==> config.mk <==
export PLATFORM = sky130hd
export DESIGN_NAME = pipe_sel_mux
export DESIGN_NICKNAME = d
export VERILOG_FILES = /design/src/rtl/cpu_pkg.sv /design/src/rtl/pipe_skid_buf.sv /design/src/rtl/pipe_sel_mux.sv
export SDC_FILE = /design/constraint.sdc
export NUM_CORES = 1
export LEC_CHECK = 0
export ABC_AREA = 0
export BUFFER_PORTS_ARGS = -buffer_cell sky130_fd_sc_hd__buf_2
export CORE_MARGIN = 1
export CORE_UTILIZATION = 48
export DETAILED_ROUTE_END_ITERATION = 8
export PLACE_DENSITY = 0.81
export REMOVE_ABC_BUFFERS = 1
export SYNTH_ARGS = -nofsm -noshare
export SYNTH_HDL_FRONTEND = slang
export SYNTH_HIERARCHICAL = 1
export SYNTH_SLANG_ARGS = --single-unit
==> constraint.sdc <==
create_clock -name clk -period 2.4 [get_ports clk]
set_input_delay 0.24 -clock clk [delete_from_list [all_inputs] [get_ports clk]]
set_output_delay 0.24 -clock clk [all_outputs]
set_load 0.03 [all_outputs]
==> src/rtl/cpu_pkg.sv <==
// Shared pipeline definitions: datapath word width and the encodings used by
// the EX->MEM forwarding select and the writeback source select.
package cpu_pkg;

  localparam int WORD_W = 32;

  // Forwarding / writeback source selector encodings (index into in_data)
  typedef enum logic [1:0] {
    SEL_REG   = 2'd0,
    SEL_EXMEM = 2'd1,
    SEL_MEMWB = 2'd2,
    SEL_IMM   = 2'd3
  } fwd_sel_e;

endpackage : cpu_pkg

==> src/rtl/pipe_skid_buf.sv <==
// Two-entry registered output stage (main + skid) with valid/ready handshake
// and flush. in_ready comes straight from the skid occupancy flop, so it never
// has a combinational path from out_ready.
module pipe_skid_buf #(
  parameter int BEAT_W = 33
) (
  input  logic              clk,
  input  logic              reset,
  input  logic [BEAT_W-1:0] in_beat,
  input  logic              in_valid,
  output logic              in_ready,
  input  logic              flush,
  output logic [BEAT_W-1:0] out_beat,
  output logic              out_valid,
  input  logic              out_ready
);

  logic [BEAT_W-1:0] main_q, main_d;
  logic [BEAT_W-1:0] skid_q, skid_d;
  logic              main_valid_q, main_valid_d;
  logic              skid_valid_q, skid_valid_d;
  logic              xfer_in_s;
  logic              xfer_out_s;

  assign in_ready   = ~skid_valid_q;
  assign xfer_in_s  = in_valid & ~skid_valid_q;
  assign xfer_out_s = main_valid_q & out_ready;
  assign out_beat   = main_q;
  assign out_valid  = main_valid_q;

  // Next-state for main and skid registers, highest-priority event first
  always_comb begin
    main_d       = main_q;
    skid_d       = skid_q;
    main_valid_d = main_valid_q;
    skid_valid_d = skid_valid_q;
    if (flush) begin
      // Drop everything buffered and any beat offered this cycle; data is held
      main_valid_d = 1'b0;
      skid_valid_d = 1'b0;
    end else if (skid_valid_q && xfer_out_s) begin
      // Drain skid into main; in_ready was low so nothing new arrives
      main_d       = skid_q;
      skid_valid_d = 1'b0;
    end else if (xfer_in_s && (!main_valid_q || out_ready)) begin
      main_d       = in_beat;
      main_valid_d = 1'b1;
    end else if (xfer_in_s) begin
      // Main is occupied and stalled: park the beat in the skid slot
      skid_d       = in_beat;
      skid_valid_d = 1'b1;
    end else if (xfer_out_s) begin
      main_valid_d = 1'b0;
    end else begin
      main_valid_d = main_valid_q;
    end
  end

  // State registers with asynchronous clear
  always_ff @(posedge clk or posedge reset) begin
    if (reset) begin
      main_q       <= {BEAT_W{1'b0}};
      skid_q       <= {BEAT_W{1'b0}};
      main_valid_q <= 1'b0;
      skid_valid_q <= 1'b0;
    end else begin
      main_q       <= main_d;
      skid_q       <= skid_d;
      main_valid_q <= main_valid_d;
      skid_valid_q <= skid_valid_d;
    end
  end

endmodule : pipe_skid_buf

==> src/rtl/pipe_sel_mux.sv <==
// NUM_IN:1 datapath select feeding a back-pressurable registered output stage.
// An out-of-range select (only possible for non-power-of-2 NUM_IN) produces a
// zero data word flagged with out_err; the flag travels with its beat.
module pipe_sel_mux
  import cpu_pkg::*;
#(
  parameter  int WIDTH  = WORD_W,
  parameter  int NUM_IN = 4,
  localparam int SEL_W  = $clog2(NUM_IN)
) (
  input  logic                    clk,
  input  logic                    reset,
  input  logic [NUM_IN*WIDTH-1:0] in_data,
  input  logic [SEL_W-1:0]        in_sel,
  input  logic                    in_valid,
  output logic                    in_ready,
  input  logic                    flush,
  output logic [WIDTH-1:0]        out_data,
  output logic                    out_err,
  output logic                    out_valid,
  input  logic                    out_ready
);

  logic [WIDTH-1:0] sel_data_s;
  logic             sel_err_s;
  logic [WIDTH:0]   out_beat_s;

  // Pick input[in_sel]; a select matching no input leaves data zero and err set
  always_comb begin
    sel_data_s = {WIDTH{1'b0}};
    sel_err_s  = 1'b1;
    for (int k = 0; k < NUM_IN; k++) begin
      if (int'(in_sel) == k) begin
        sel_data_s = in_data[k*WIDTH +: WIDTH];
        sel_err_s  = 1'b0;
      end else begin
        sel_data_s = sel_data_s;
      end
    end
  end

  pipe_skid_buf #(
    .BEAT_W (WIDTH + 1)
  ) u_skid (
    .clk       (clk),
    .reset     (reset),
    .in_beat   ({sel_err_s, sel_data_s}),
    .in_valid  (in_valid),
    .in_ready  (in_ready),
    .flush     (flush),
    .out_beat  (out_beat_s),
    .out_valid (out_valid),
    .out_ready (out_ready)
  );

  assign out_err  = out_beat_s[WIDTH];
  assign out_data = out_beat_s[WIDTH-1:0];

endmodule : pipe_sel_mux

==> results of run 1 <==
[kinds of logic (layout without fill, tap and decap cells)]
family,count (synthesis),after routing
AOI/OAI and AO/OA,4,4
buffers and inverters,19,194
DFF,68,68
muxes,131,131
other,1,2
and+or+nand+nor,5,5
[registers in the layout, summed over array words and instances (netlist names)]
register,flops
u_skid/out_beat,33
u_skid/out_valid,1
u_skid/skid_q,33
u_skid/skid_valid_q,1
[worst max-delay path, stage by stage (launching register included)]
cell and delay (ns):
dfrtp_1 0.42, nand2b_4 0.19, nor4b_4 0.20, buf_4 0.45
mux2_2 0.40
[routing by layer]
layer  share of wire [%]  up-vias
met2                  54       93
met3                 5.1        4
li1                    -     1233
met1                  40     1338
met4                0.64        0
met5                   0        -
[synthesized netlist by cell type, drive strengths merged (3+ instances only)]
cell    n
mux2   99
buf    16
inv     3
mux4   32
dfrtp  68
[final cells by class]
type / count / area share, %
clock buffer: 13 / 3.25
clock inverter: 2 / 0.204
tap: 102 / 2.61
inverter: 3 / 0.230
sequential: 68 / 34.8
multi-input combinational: 142 / 39.8
timing repair buffer: 176 / 19.1
[path summary, 6_finish.rpt]
check | cells after the start | end | startpoint
max reg2reg | 4 | u_skid/skid_q[16] | u_skid/skid_valid_q
max in group asynchronous | 3 | u_skid/skid_valid_q | reset
min in group clk | 2 | u_skid/out_valid | flush
min reg2reg | 1 | u_skid/skid_q[23] | u_skid/skid_q[23]
max | 4 | u_skid/skid_q[16] | u_skid/skid_valid_q
min | 2 | u_skid/skid_q[26] | reset
[power groups by stage]
stage,sequential [uW],clock (uW),combinational (uW)
finish,1620,807,1160
global placement,1620,0,1130
detailed placement,1640,0,1170
global route,1660,888,1230
floorplan,1910,0,485
CTS,1620,839,1170
[stage by stage]
stage / setup slack, ns / util [%] / hold WS [ns] / total power, uW / std cells
6_report: 0.607 / 63.3 / 0.0259 / 3580 / 506
5_1_grt: 0.506 / 63.3 / 0.0762 / 3780 / 506
4_1_cts: 0.591 / 63.3 / 0.0313 / 3630 / 506
3_5_place_dp: 0.505 / 61.2 / 0.391 / 2810 / 491
3_3_place_gp: 0.541 / 61.2 / 0.377 / 2750 / 491
2_1_floorplan: 0.0235 / - / 0.303 / 2390 / 213
==> results.ini, run 1 <==
[outcome]
status=complete, no violations

[placed_design]
port_buffers=169
place_area_um2=4730
place_hpwl_mm=6.03
routabilityCongestion=0.677

[logic_synthesis]
synth_mux_area_share_pct=48.2
synth_top_family_by_area=multiplexers
async_flop_share_pct=100
ys_top_cells_by_area=dfrtp_1, mux2_2, mux4_2, buf_12, buf_6
syn_avg_cell_area_um2=16.8
synthFlopType=dfrtp_1
synth-compound-area-share_pct=1.14
yosys.area_share.xor_xnor_pct=0
synth-edff-count=0
synth_adder_area_share_pct=0
yosysTopAreaCellShare_pct=44.5
ys_types=20
netlist_instances=228
ys.warnings.count=6
synthSimpleGateAreaFrac_pct=1.44
synth_area_leader_cell=dfrtp_1
ys_seq_area_share_pct=44.5
ys_ff_latch=68
netlist_area_um2=3830

[timing]
worstMarginPinSlew_ns=0.691
hold_viol=0
min_period_over_period_pct=74.7
slew_headroom_pct=53.9
fin_setup_tns_ns=0
skew_ns=0.00945
setup_viol=0
slew_viol_final=0
fmax_ghz=0.558
fin_crit_ns=1.79
rsz0062_at_grt=false

[floorplan]
die_h_um=91.3
coreArea_um2=7730
num_io_pins=170
fp-row-count=32
die_area_um2=8330
die_w_um=91.3
start_util_pct=49.5

[setup_path]
worst-setup-path-type=flip-flop to flip-flop
startpoint_type=flip-flop
critical_path_arrival_ns=1.99
worst-r2r-setup-slack_ns=0.61
end_kind=flip-flop
cp_max_fo=34
worstPathRequired_ns=2.60

[final_layout]
syn_to_final_growth_pct=27.9
insertedDiodeCount=0
final_layout_size_suffix_gt1_share_pct=79.5
final_common_cell=buf_2
n_fill_cell=615
nNetsFinal=535
fin_area_um2=4890
final_cell_mix=buf_2, mux2_2, dfrtp_1, mux4_2, clkbuf_8
layout.area.seq_um2=1700
multi_input_area_um2=1950

[power]
ir_worst_vdd_uv=390
switching_share_pct=31.5
cellPowerDensity_nw_per_um2=731
leakage_uw=0.00228
intPower_uw=2450
p_seq_share_pct=45.2
share_comb_of_total_power_pct=32.3
clockPowerShare_pct=22.5
p_switching_uw=1130

[clock_tree]
tritoncts=built
cts_buffers=9
cts.clk_slew.worst_paths_ns=0.07
htreeDepth=3
cts-hold-fix-buffers=0
cts_setup_buffers=0
clock_path_buffers=2
cts_root_buf=clkbuf_8
clock-sinks=68
worstSkewPairLatency_ns=0.32
cts_resized=0

[route]
firstDrtPassIters=4
drt-total-wl_mm=8.11
via_per_inst=5.27
drt-initial-drc-count=35
avgRoutedWirePerCell_um=16.0
drcViolationCount=0
ant_nets=0
vias=2668

[global_route]
grt_usage_pct=20.8
grt_max_degree=38
grtUsageMet2_pct=37.9
busiest_layer=met2
grt_pass1_wl_mm=13.3
grt_antenna_before_repair=0
use_met3_pct=3.85
grt_pass1_vias=2848
use_met1_pct=24.6
overflow=0

[min_path]
min_path_type=input pin to async pin

[flow_run]
drv_cap=0

Power figures use the tool's default switching activity.
==> run 2, diff against run 1 <==
--- a/config.mk
+++ b/config.mk
@@ -5,12 +5,12 @@
 export SDC_FILE = /design/constraint.sdc
 export NUM_CORES = 1
 export LEC_CHECK = 0
-export ABC_AREA = 0
+export ABC_AREA = 1
 export BUFFER_PORTS_ARGS = -buffer_cell sky130_fd_sc_hd__buf_2
 export CORE_MARGIN = 1
-export CORE_UTILIZATION = 48
+export CORE_UTILIZATION = 45
 export DETAILED_ROUTE_END_ITERATION = 8
-export PLACE_DENSITY = 0.81
+export PLACE_DENSITY = 0.78
 export REMOVE_ABC_BUFFERS = 1
 export SYNTH_ARGS = -nofsm -noshare
 export SYNTH_HDL_FRONTEND = slang
==> constraint.sdc (replaced) <==
create_clock -name clk -period 1.55 [get_ports clk]
set_input_delay 0.155 -clock clk [delete_from_list [all_inputs] [get_ports clk]]
set_output_delay 0.155 -clock clk [all_outputs]
set_load 0.03 [all_outputs]
==> run 2 against run 1 <==
  * First-iteration DRC count rose to 10 times the previous value
  * Clock-buffer cell count down 3
  * Largest cell class unchanged
  * Critical endpoint is now in_ready
  * Sequential share of layout area down 3.5 points
  * Total power up 85%
  * Register-to-register slack worse by 0.47 ns
  * Cell count up 72%
  * Die area up 19%
  * Clock power up 140%
  * Highest routed layer unchanged
  * Clock skew down 0.0032 ns
  * Synthesized area up 12%
==> results.ini, run 2 <==
[outcome]
status=complete, no violations

[logic_synthesis]
netlist_area_um2=4270  ; +12%
ys_types=21  ; +5.0%
ys_seq_area_share_pct=39.9  ; -4.6 points
synth.most_common_cell=nand2_1
syn_avg_cell_area_um2=7.09  ; -58%
synth_area_leader_cell=dfrtp_1
synthTopCellsByCount=nand2_1, nand3_1, dfrtp_1
ys_top_cells_by_area=dfrtp_1, nand2_1, nand3_1, nand4_1, buf_2
ys_ff_latch=68  ; unchanged
yosysTopAreaCellShare_pct=39.9  ; -4.6 points
netlist_instances=602  ; +160%
synth-edff-count=0  ; unchanged
async_flop_share_pct=100  ; unchanged
ys.warnings.count=6  ; unchanged
synthFlopType=dfrtp_1

[final_layout]
insertedDiodeCount=0  ; unchanged
final_layout_size_suffix_gt1_share_pct=29.5  ; -50 points
postLayoutCoreUtil_pct=59.2  ; -4.1 points
n_fill_cell=834  ; +36%
nNetsFinal=890  ; +66%
syn_to_final_growth_pct=27.5
final_cell_mix=nand2_1, buf_2, nand3_1, dfrtp_1, nand4_1
final_common_cell=nand2_1

[power]
finalPower_uw=6610  ; +85%
clockPowerShare_pct=29.6  ; +7.1 points
switching_share_pct=36.2  ; +4.7 points
p_switching_uw=2390  ; +110%
share_comb_of_total_power_pct=32.1  ; -0.2 points
cellPowerDensity_nw_per_um2=1210  ; +66%
intPower_uw=4220  ; +72%
leakage_uw=0.00299  ; +31%
ir_worst_vdd_uv=579  ; +49%
p_seq_share_pct=38.2  ; -7.0 points

[min_path]
min_from=flush
min_path_type=input pin to flip-flop
min_to=u_skid/out_valid
whs_path_depth=2

[route]
drt-total-wl_mm=12.7  ; +56%
avgRoutedWirePerCell_um=14.5  ; -9.2%
firstDrtPassIters=5  ; +1
drt-initial-drc-count=350  ; +900%
drcViolationCount=0  ; unchanged
highest_layer=met4
ant_nets=0  ; unchanged
wl_met2_mm=6.21  ; +41%
routed-wl-met3_um=934  ; +120%
vias=4845  ; +82%
via_per_inst=5.56  ; +5.5%
wl_met1_mm=5.39  ; +67%

[global_route]
grt_usage_pct=26.6  ; +5.8 points
overflow=0  ; unchanged
grt_pass1_vias=4483  ; +57%
grt_antenna_before_repair=0  ; unchanged
grt_max_degree=69  ; +82%
grt_pass1_wl_mm=21.0  ; +58%

[floorplan]
die_h_um=99.4  ; +8.9%
die_w_um=99.4  ; +8.9%
start_util_pct=46.4  ; -3.1 points
num_io_pins=170  ; unchanged
die_area_um2=9880  ; +19%
coreArea_um2=9200  ; +19%
fp-row-count=35  ; +9.4%

[setup_path]
critical_path_arrival_ns=1.28  ; -0.71 ns
r2r_end=u_skid/out_beat[9]
cp-startpoint=u_skid/skid_valid_q
ff2ff_path_depth=7  ; +3
crit_path_max_incr_delay_ns=0.47  ; +0.02 ns
end_kind=output pin
cp_max_fo=14  ; -59%
rr_startpoint=u_skid/skid_valid_q
worst-setup-path-type=flip-flop to output pin
critical-path-top-delay-family=buffers and inverters
worstPathRequired_ns=1.39  ; -1.21 ns
crit_chain=buf_4 -> inv_1 -> buf_2
cp_num_buf_inv=3  ; +2
slowest_stage=dfrtp_2
startpoint_type=flip-flop
worst-r2r-setup-slack_ns=0.14  ; -0.47 ns

[placed_design]
port_buffers=169  ; unchanged
place_ws_ns=0.0631  ; -0.442 ns
routabilityCongestion=0.812  ; +20%
place_hpwl_mm=8.72  ; +45%

[clock_tree]
clock_path_buffers=2  ; unchanged
cts_root_buf=clkbuf_8
clock-sinks=68  ; unchanged
tritoncts=built
htreeDepth=3  ; unchanged
cts_buffers=9  ; unchanged
worstSkewPairLatency_ns=0.34  ; +0.02 ns
cts.clk_slew.worst_paths_ns=0.07  ; about the same

[timing]
fin_crit_ns=1.43
slew_viol_final=0  ; unchanged
setup_viol=0  ; unchanged
hold_viol=0  ; unchanged
fin_setup_tns_ns=0  ; unchanged
skew_ns=0.00624  ; -0.00321 ns
rsz0062_at_grt=false
min_period_over_period_pct=92.5
fin_ws_ns=0.116  ; -0.490 ns
fmax_ghz=0.698

[flow_run]
drv_cap=0  ; unchanged

-- run 2: cell count changes after synthesis, moves of 2 or more --
cell / change
buf_12: -3
buf_2: +21
buf_4: +11
buf_6: +2
clkbuf_1: +9
inv_2: +2
mux2_1: -2
mux2_2: -97
mux4_1: -2
mux4_2: -30
nand2_1: +231
nand2_4: +3
nand3_1: +162
nand4_1: +65
-- run 2: metal layers --
layer / GRT usage (%) / up-vias
met1: 33.4 / 2257
met2: 46.4 / 216
met5: 0 / -
li1: - / 2361
met3: 5.41 / 11
met4: 7.92 / 0
-- run 2: kinds of logic (layout without fill, tap and decap cells) --
logic type | Yosys count | in the layout | share of synthesized area, %
AOI/OAI and AO/OA | 3 | 3 | 0.469
buffers and inverters | 63 | 220 | 8.88
DFF | 68 | 68 | 39.9
other | 1 | 2 | 0.0878
and+or+nand+nor | 467 | 467 | 50.7
-- run 2: power by group through the flow --
stage	logic, uW	clock network (uW)	registers, uW
6_report	2130	1960	2530
5_1_grt	2340	2080	2580
4_1_cts	2130	1990	2520
3_5_place_dp	2120	0	2540
3_3_place_gp	2060	0	2530
2_1_floorplan	768	0	3010
-- run 2: worst max path at each step --
stage	end	slack, ns	depth (start not counted)
2_1_floorplan	u_skid/out_beat[0]	-1.20	5
3_3_place_gp	u_skid/skid_valid_q	0.16	4
3_5_place_dp	u_skid/out_beat[9]	0.06	7
4_1_cts	u_skid/out_beat[9]	0.05	7
5_1_grt	u_skid/out_beat[9]	0.05	7
6_report	in_ready	0.12	3
-- run 2: repair_timing --
action,in CTS,in global routing
hold buffers,1,0
setup endpoints to repair,0,39
setup buffers,0,0
resized for setup,0,2
endpoints found under the hold margin,68,0
-- run 2: per-stage QoR --
| stage | cells | cell area, um^2 | hold slack (ns) |
|---|---|---|---|
| 6_report | 871 | 5450 | 0.109 |
| 4_1_cts | 871 | 5440 | 0.0938 |
| 3_3_place_gp | 854 | 5160 | 0.250 |
| 5_1_grt | 871 | 5450 | 0.106 |
| 2_1_floorplan | 547 | 3920 | 0.267 |
| 3_5_place_dp | 854 | 5160 | 0.252 |
-- run 2: cell type report --
type	count	area, um^2	area share (%)
multi-input cells	472	2190	40.3
flip-flops and latches	68	1700	31.3
repair buffers	197	1110	20.4
well taps	111	139	2.55
clock buffers	10	138	2.53
clock inverters	6	135	2.48
inverters	7	27.5	0.506
